## src/rtl/uart_rx_frame_pkg.sv

```systemverilog
// uart_rx_frame_pkg: receiver FSM state encoding and bit-timer width helper
package uart_rx_frame_pkg;
    typedef enum logic [2:0] {
        IDLE,
        START,
        DATA,
        PARITY,
        STOP,
        WAIT_HIGH
    } state_t;

    // Timer width for a given bit period; at least one bit so the counter always exists.
    function automatic int cnt_w(input int cpb);
        return cpb > 1 ? $clog2(cpb) : 1;
    endfunction
endpackage

```

## src/rtl/uart_rx_frame_if.sv

```systemverilog
// uart_rx_frame_if: serial line in, decoded frame fields and status pulses out
//   in                        serial line, idle high (master drives)
//   dado / instrucao          fields of the last good frame
//   frame_valid/err, parity_err  one-cycle status pulses
//   busy, uat                 receiver active flag, registered copy of in
interface uart_rx_frame_if #(
    parameter int DATA_W  = 4,
    parameter int INSTR_W = 4
);
    logic               in;
    logic [DATA_W-1:0]  dado;
    logic [INSTR_W-1:0] instrucao;
    logic               frame_valid;
    logic               frame_err;
    logic               parity_err;
    logic               busy;
    logic               uat;

    modport master (output in, input dado, instrucao, frame_valid, frame_err, parity_err, busy, uat);
    modport slave  (input in, output dado, instrucao, frame_valid, frame_err, parity_err, busy, uat);
endinterface

```

## src/rtl/uart_rx_frame_bit_timer.sv

```systemverilog
// uart_rx_frame_bit_timer: bit-period down-counter with load and zero flag
//   clock, resetn  system clock, synchronous active-low reset
//   load, lval     load lval into the counter (priority over decrement)
//   zero           counter is zero; the FSM acts only on this cycle
module uart_rx_frame_bit_timer import uart_rx_frame_pkg::*; #(
    parameter int CLKS_PER_BIT = 1,
    localparam int CW = cnt_w(CLKS_PER_BIT)
) (
    input  logic          clock,
    input  logic          resetn,
    input  logic          load,
    input  logic [CW-1:0] lval,
    output logic          zero
);
    logic [CW-1:0] cnt;

    always_ff @(posedge clock) begin
        if (!resetn)
            cnt <= '0;
        else if (load)
            cnt <= lval;
        else if (cnt != '0)
            cnt <= cnt - 1'b1;
    end

    assign zero = cnt == '0;
endmodule

```

## src/rtl/uart_rx_frame.sv

```systemverilog
// uart_rx_frame: serial command-frame receiver (start, data, instr, opt. parity, stop)
//   clock, resetn  system clock, synchronous active-low reset
//   bus            slave side of uart_rx_frame_if (serial in, fields, status pulses)
module uart_rx_frame import uart_rx_frame_pkg::*; #(
    parameter int DATA_W       = 4,
    parameter int INSTR_W      = 4,
    parameter int CLKS_PER_BIT = 1,
    parameter int PARITY_EN    = 0,
    parameter int PARITY_ODD   = 0
) (
    input logic            clock,
    input logic            resetn,
    uart_rx_frame_if.slave bus
);
    localparam int NB     = DATA_W + INSTR_W;
    localparam int IW     = $clog2(NB);
    localparam int CW     = cnt_w(CLKS_PER_BIT);
    localparam int HALF_I = CLKS_PER_BIT > 1 ? CLKS_PER_BIT / 2 - 1 : 0;
    localparam logic [CW-1:0] FULL = CW'(CLKS_PER_BIT - 1);
    localparam logic [CW-1:0] HALF = CW'(HALF_I);

    state_t             state, state_n;
    logic [IW-1:0]      idx;
    logic [NB-1:0]      sr;
    logic               par_bad;
    logic [DATA_W-1:0]  dado;
    logic [INSTR_W-1:0] instrucao;
    logic               frame_valid, frame_err, parity_err, uat;
    logic               load, zero, shift, pchk, good, ferr, perr, last;
    logic [CW-1:0]      lval;

    uart_rx_frame_bit_timer #(.CLKS_PER_BIT(CLKS_PER_BIT)) timer (
        .clock (clock),
        .resetn(resetn),
        .load  (load),
        .lval  (lval),
        .zero  (zero)
    );

    assign last = idx == IW'(NB - 1);

    always_comb begin
        state_n = state;
        load    = 1'b0;
        lval    = FULL;
        shift   = 1'b0;
        pchk    = 1'b0;
        good    = 1'b0;
        ferr    = 1'b0;
        perr    = 1'b0;
        case (state)
            IDLE: if (!bus.in) begin
                // One clock per bit: the start edge itself is the start bit, go straight to data.
                state_n = CLKS_PER_BIT == 1 ? DATA : START;
                load    = 1'b1;
                lval    = CLKS_PER_BIT == 1 ? '0 : HALF;
            end
            START: if (zero) begin
                state_n = bus.in ? IDLE : DATA;
                load    = 1'b1;
            end
            DATA: if (zero) begin
                shift = 1'b1;
                load  = 1'b1;
                if (last) state_n = PARITY_EN != 0 ? PARITY : STOP;
            end
            PARITY: if (zero) begin
                pchk    = 1'b1;
                load    = 1'b1;
                state_n = STOP;
            end
            STOP: if (zero) begin
                state_n = bus.in ? IDLE : WAIT_HIGH;
                good    = bus.in & ~par_bad;
                perr    = bus.in & par_bad;
                ferr    = ~bus.in;
            end
            WAIT_HIGH: if (bus.in) state_n = IDLE;
            default: state_n = IDLE;
        endcase
    end

    always_ff @(posedge clock) begin
        if (!resetn) begin
            state       <= IDLE;
            idx         <= '0;
            sr          <= '0;
            par_bad     <= 1'b0;
            dado        <= '0;
            instrucao   <= '0;
            frame_valid <= 1'b0;
            frame_err   <= 1'b0;
            parity_err  <= 1'b0;
            uat         <= 1'b1;
        end else begin
            state       <= state_n;
            uat         <= bus.in;
            frame_valid <= good;
            frame_err   <= ferr;
            parity_err  <= perr;
            // LSB-first line: shift right so bit 0 ends up at sr[0] after NB bits.
            if (shift) begin
                sr  <= {bus.in, sr[NB-1:1]};
                idx <= last ? '0 : idx + 1'b1;
            end
            if (pchk)
                par_bad <= (^{sr, bus.in}) != (PARITY_ODD != 0);
            else if (state == IDLE)
                par_bad <= 1'b0;
            if (good) begin
                dado      <= sr[DATA_W-1:0];
                instrucao <= sr[NB-1:DATA_W];
            end
        end
    end

    assign bus.dado        = dado;
    assign bus.instrucao   = instrucao;
    assign bus.frame_valid = frame_valid;
    assign bus.frame_err   = frame_err;
    assign bus.parity_err  = parity_err;
    assign bus.busy        = state != IDLE;
    assign bus.uat         = uat;
endmodule

```

## src/flat_wrapper.sv

```systemverilog
// flat-port wrapper written by rule: the top's interface ports become plain ports
module uart_rx_frame_flat import uart_rx_frame_pkg::*;
#(
    parameter int DATA_W       = 4,
    parameter int INSTR_W      = 4,
    parameter int CLKS_PER_BIT = 1,
    parameter int PARITY_EN    = 0,
    parameter int PARITY_ODD   = 0
)
  (clock, resetn, bus_in, bus_dado, bus_instrucao, bus_frame_valid, bus_frame_err, bus_parity_err, bus_busy, bus_uat);
  uart_rx_frame_if #(.DATA_W(DATA_W), .INSTR_W(INSTR_W)) bus_i ();
  input logic clock;
  input logic resetn;
  input wire logic [$bits(bus_i.in)-1:0] bus_in;
  output wire logic [$bits(bus_i.dado)-1:0] bus_dado;
  output wire logic [$bits(bus_i.instrucao)-1:0] bus_instrucao;
  output wire logic [$bits(bus_i.frame_valid)-1:0] bus_frame_valid;
  output wire logic [$bits(bus_i.frame_err)-1:0] bus_frame_err;
  output wire logic [$bits(bus_i.parity_err)-1:0] bus_parity_err;
  output wire logic [$bits(bus_i.busy)-1:0] bus_busy;
  output wire logic [$bits(bus_i.uat)-1:0] bus_uat;
  assign bus_i.in = bus_in;
  assign bus_dado = bus_i.dado;
  assign bus_instrucao = bus_i.instrucao;
  assign bus_frame_valid = bus_i.frame_valid;
  assign bus_frame_err = bus_i.frame_err;
  assign bus_parity_err = bus_i.parity_err;
  assign bus_busy = bus_i.busy;
  assign bus_uat = bus_i.uat;
  uart_rx_frame #(.DATA_W(DATA_W), .INSTR_W(INSTR_W), .CLKS_PER_BIT(CLKS_PER_BIT), .PARITY_EN(PARITY_EN), .PARITY_ODD(PARITY_ODD)) u_core (.clock(clock), .resetn(resetn), .bus(bus_i));
endmodule
```

## config.mk

```make
export PLATFORM = sky130hd
export DESIGN_NAME = uart_rx_frame_flat
export DESIGN_NICKNAME = d
export VERILOG_FILES = /design/src/rtl/uart_rx_frame_pkg.sv /design/src/rtl/uart_rx_frame_if.sv /design/src/rtl/uart_rx_frame_bit_timer.sv /design/src/rtl/uart_rx_frame.sv /design/src/flat_wrapper.sv
export SDC_FILE = /design/constraint.sdc
export NUM_CORES = 1
export LEC_CHECK = 0
export ABC_AREA = 1
export CORE_ASPECT_RATIO = 1.75
export CORE_MARGIN = 2
export CORE_UTILIZATION = 40
export CTS_CLUSTER_DIAMETER = 30
export CTS_CLUSTER_SIZE = 10
export DETAILED_ROUTE_END_ITERATION = 10
export SLEW_MARGIN = 10
export SYNTH_ARGS = -nofsm -noshare
export SYNTH_HDL_FRONTEND = slang
export SYNTH_SLANG_ARGS = --single-unit
```

## constraint.sdc

```tcl
create_clock -name clock -period 1.52 [get_ports clock]
set_input_delay 0.304 -clock clock [delete_from_list [all_inputs] [get_ports clock]]
set_output_delay 0.304 -clock clock [all_outputs]
set_load 0.01 [all_outputs]
```

# Word-level counts from Yosys, hierarchy flattened
# Index checks and enable logic that the tools add are counted.
[totals]
ff_bits = 28
in_bits = 3
word_cells = 61
out_inout_bits = 13
[classes]
addsub = 2
bitwise_logic = 7
mux = 20
n_eq_ne = 13
n_reduce_logical = 8
[op_table]
columns = ["operator", "count"]
rows = [
  ["3-bit two-way mux", 9],
  ["3-bit case mux with 6 select lines", 1],
  ["2-bit != test, second input constant", 6],
  ["3-bit equality test, second input constant", 3],
  ["3-bit OR reduction", 3],
  ["9-bit parity", 1],
  ["1-bit two-way mux", 8],
  ["7-bit AND reduction", 1],
  ["3-bit by 2-bit equality test with 1-bit output, second input constant", 2],
  ["1-bit NOT", 5],
  ["3-bit by 1-bit adder with 3-bit output, second input constant", 1],
  ["3-bit by 1-bit equality test with 1-bit output, second input constant", 1],
  ["3-bit logical NOT", 1],
  ["3-bit nonzero test", 1],
  ["1-bit AND", 2],
  ["2-bit two-way mux", 1],
  ["2-bit by 1-bit != test with 1-bit output, second input constant", 1],
  ["1-bit case mux with 2 select lines", 1],
  ["2-bit nonzero test", 1],
  ["1-bit subtractor, second input constant", 1],
]

# Longest topological paths before layout
[logic_depth]
depth_word = 4
depth_mapped = 10
depth_no_buf = 10

# Hierarchy
# From an unflattened synthesis, not the netlist that was laid out.
[hier_totals]
cells_unflattened = 193
area_unflattened_um2 = 1347.5
[modules_own_cells]
columns = ["mod", "seq_area_each_um2", "instances", "area_each_um2", "cells_per_inst"]
rows = [
  ["uart_rx_frame", 540.5, 1, 1310.0, 188],
  ["uart_rx_frame_bit_timer", 20.0, 1, 37.5, 5],
]

# Least setup slack after synthesis
# OpenSTA, ideal clock, no wires.
[synth_timing]
path_kind = "register to register"
from = "register u_core.idx[0]"
to = "register u_core.state[1]"
path_stages_with_launch = 9
t_required_ps = 1407
n_path_buf = 0
arrival_time_ps = 1154
period_less_slack_ps = 1267
setup_time_ps = 113
path_slack_ps = 253
cell_sequence = "dfxtp_1 -> ha_1 -> ha_1 -> nor3_2 -> o21ai_2 -> nand2_2 -> nand2_1 -> nand2_1 -> nor2_1"
[synth_between]
elab_chain_cells = 3
[synth_lines]
columns = ["item", "line_no", "rtl"]
rows = [
  ["start: declaration", "uart_rx_frame.sv:23", "logic [IW-1:0] idx;"],
  ["start signal: assignment", "uart_rx_frame.sv:104", "idx <= last ? '0 : idx + 1'b1;"],
  ["3-bit equality test", "uart_rx_frame.sv:40", "assign last = idx == IW'(NB - 1);"],
  ["2-bit by 1-bit != test with 1-bit output (no source line)", "n/a", ""],
  ["7-bit AND reduction (no source line)", "n/a", ""],
  ["end signal: assignment", "uart_rx_frame.sv:96", "state <= state_n;"],
  ["end: declaration", "uart_rx_frame.sv:22", "state_t state, state_n;"],
]
# Every way passes these cells.
# A chain may end at the register's enable or synchronous reset.

# Worst setup path in the final report
[layout_timing]
from = "register u_core.dado[3], in the netlist u_core.bus.dado[3]"
to = "output bus_dado[3]"
[layout_lines]
columns = ["item", "line_no", "rtl"]
rows = [
  ["start: declaration", "uart_rx_frame.sv:26", "logic [DATA_W-1:0] dado;"],
  ["start signal: assignment", "uart_rx_frame.sv:111", "dado <= sr[DATA_W-1:0];"],
  ["end: declaration", "flat_wrapper.sv:15", "output wire logic [$bits(bus_i.dado)-1:0] bus_dado;"],
]
# No word-level cell between the ends.

==> results.sh <==
export IMPL_status="finished, final reports clean"
export IMPL_synthTopCellsByArea="dfxtp_1 46%, o21ai_0 7.8%, nand2_1 6.8%, nor2_1 6.4%, a21oi_1 5.7%"
export IMPL_fin_area_um2=1560
export IMPL_setup_worst_path_end_class="output port"
export IMPL_r2r_start="u_core.idx[0]"
export IMPL_hpwl_um=2020
export IMPL_ant_nets=0
export IMPL_place_area_um2=1480
export IMPL_diodes=0
export IMPL_pin_count=16
export IMPL_dieArea_um2=3530
export IMPL_ys_types=27
export IMPL_h_tree_depth=1
export IMPL_arrival_ps=1170
export IMPL_cellPowerDensity_nw_per_um2=1590
export IMPL_syn_area_per_cell_um2=7.84
export IMPL_power_mw=2.48
export IMPL_ys_seq_area_share_pct=45.9
export IMPL_max_clock_path_buffers=2
export IMPL_placementRows=26
export IMPL_remaining_drc_errors=0
export IMPL_drtPass1Iterations=4
export IMPL_fin_crit_ps=1470
export IMPL_startpoint="u_core.bus.dado[3]"
export IMPL_antenna_found_initial=0
export IMPL_routabilityCongestion=0.825
export IMPL_die_height_um=77.1
export IMPL_critPathSlowestCell="clkdlybuf4s50_1"
export IMPL_cpPeakStageDelay_ps=540
export IMPL_hold_viol_final=0
export IMPL_overflow=0
export IMPL_path_delay_family="buffers and inverters"
export IMPL_vias=1100
export IMPL_fin_setup_tns_ps=0
export IMPL_cts_root_buf="clkbuf_8"
export IMPL_synth_nets=161
export IMPL_core_um2=2930
export IMPL_power_leakage_nw=0.727
export IMPL_synthCells=156
export IMPL_rsz0062_at_grt="no"
export IMPL_die_x_um=45.8
export IMPL_totalWireLength_um=2700
export IMPL_worstSkewPairLatency_ps=280
export IMPL_hp_class="reg -> reg"
export IMPL_synth_top_area_share_pct=45.9
export IMPL_wl_per_cell_um=12.8
export IMPL_grt_pass1_wl_um=4440
export IMPL_cp_start_kind="register"
export IMPL_worst_path_buf_inv=1
export IMPL_clkTransAtPathRegs_ps=100
export IMPL_fin_nets=189
export IMPL_cts_tree="yes"
export IMPL_synth_top_area_cell="dfxtp_1"
export IMPL_grt_pass1_vias=1077
export IMPL_r2r_end="u_core.state[2]"
export IMPL_critPathCapture="bus_dado[3]"
export IMPL_pre_cts_slack_ps=-127
export IMPL_async_flop_share_pct=0
export IMPL_ctsResizeCount=6
export IMPL_cts_buffers=3
export IMPL_path_cells="clkdlybuf4s50_1"
export IMPL_grt_start_max_net_pins=26
export IMPL_finClkSkew_ps=5.70
export IMPL_drive_above_1_share_pct=20.2
export IMPL_dp_cells=207
export IMPL_io_buffers=15
export IMPL_nFillCells=286
export IMPL_slew_viol_final=0
export IMPL_crit_required_ps=1220
export IMPL_area_delta_synth_final_pct=27.5
export IMPL_path_max_fanout=2
export IMPL_max_freq_mhz=680
export IMPL_synth_edf_count=0
export IMPL_cp_depth=1
export IMPL_instances_no_fill=211
export IMPL_setup_slack_ps=50.4
export IMPL_yosysMostFrequentCell="dfxtp_1"
export IMPL_postCtsSetupRepairBufs=0
export IMPL_setup_viol=0
export IMPL_period_share_pct=96.7
export IMPL_reg2reg_slack_ps=130
export IMPL_ys_ff_latch=28
export IMPL_ff2ff_path_depth=8
export IMPL_yosys_most_used_dff="dfxtp_1"
export IMPL_viasPerCell=5.21
export IMPL_grt_total_usage_pct=16.8
export IMPL_yosysWarnings=0
export IMPL_yosys_top_cells_count="28 x dfxtp_1, 22 x nand2_1, 21 x nor2_1"
export IMPL_cap_viol_max_count=0
export IMPL_dr_first_iter_drc_count=25
export IMPL_hold_buffers=0
export IMPL_vdd_drop_max_mv=0.730
export IMPL_initial_core_util_pct=41.8
export IMPL_clock_sinks=28
export IMPL_syn_cell_area_um2=1220
export IMPL_worstSetupPathType="reg -> out"
==> tightest hold or removal path, delay by kind of cell, from the launching register on <==
kind	cells	cell delay, ps
and+or+nand+nor	2	120
DFF	1	340
==> cells in the final DEF, fill, tap and decap left out, types with 2 or more instances in the layout <==
cell / instances
a21oi_1: 14
a21oi_2: 2
buf_4: 11
clkbuf_8: 3
clkdlybuf4s50_1: 11
dfxtp_1: 25
dfxtp_2: 3
dlygate4sd2_1: 2
dlymetal6s2s_1: 2
ha_1: 2
inv_1: 16
inv_2: 5
nand2_1: 22
nand2_2: 2
nand3_1: 4
nor2_1: 20
nor3_1: 3
o21ai_0: 19
o21ai_2: 3
==> where the power goes <==
part	switching, mW	internal [mW]
registers	0.113	0.869
logic	0.527	0.374
clock network	0.243	0.353
==> worst min path at each step <==
stage / startpoint / endpoint / cells past startpoint
global route: u_core.bus.dado[1] / u_core.bus.dado[1] / 2
floorplan: bus_in / u_core.bus.frame_err / 1
CTS: u_core.bus.dado[0] / u_core.bus.dado[0] / 2
finish: u_core.bus.dado[0] / u_core.bus.dado[0] / 2
detailed placement: u_core.bus.dado[0] / u_core.bus.dado[0] / 2
global placement: u_core.bus.dado[1] / u_core.bus.dado[1] / 2
==> cell type report <==
cell class	instances	area [um2]	share of cell area [%]
sequential	28	564	36.2
multi-input combinational	102	548	35.2
timing repair buffer	27	255	16.4
inverter	22	85.1	5.46
clock buffer	3	41.3	2.65
tap	28	35.0	2.25
clock inverter	1	30.0	1.93
==> per-layer routing <==
metal	up-vias	global-route usage [%]	share of wire (%)
li1	558	-	-
met1	513	17.0	39
met2	22	30.6	55
met3	7	2.12	2.7
met4	0	9.14	2.9
met5	-	0	0
==> through the flow <==
step	hold slack, ps	util [%]
floorplan	376	-
global placement	466	50.5
detailed placement	468	50.5
CTS	493	53.1
global route	530	53.2
finish	485	53.2
==> cells by family after synthesis <==
logic type / share of synthesized area [%]
AND/OR/NAND/NOR: 21.9
AO/OA/AOI/OAI: 19.7
flip-flops: 45.9
buffers and inverters: 9.52
adder cells (fa/ha/maj): 2.05
XOR/XNOR: 0.717
other: 0.307
==> state kept, by name, summed over array words and instances, names as in the netlist <==
register / cells
u_core.bus.dado: 4
u_core.bus.frame_err: 1
u_core.bus.frame_valid: 1
u_core.bus.instrucao: 4
u_core.bus.parity_err: 1
u_core.bus.uat: 1
u_core.idx: 3
u_core.par_bad: 1
u_core.sr: 8
u_core.state: 3
u_core.timer.cnt: 1
(Power assumes the default switching activity.)
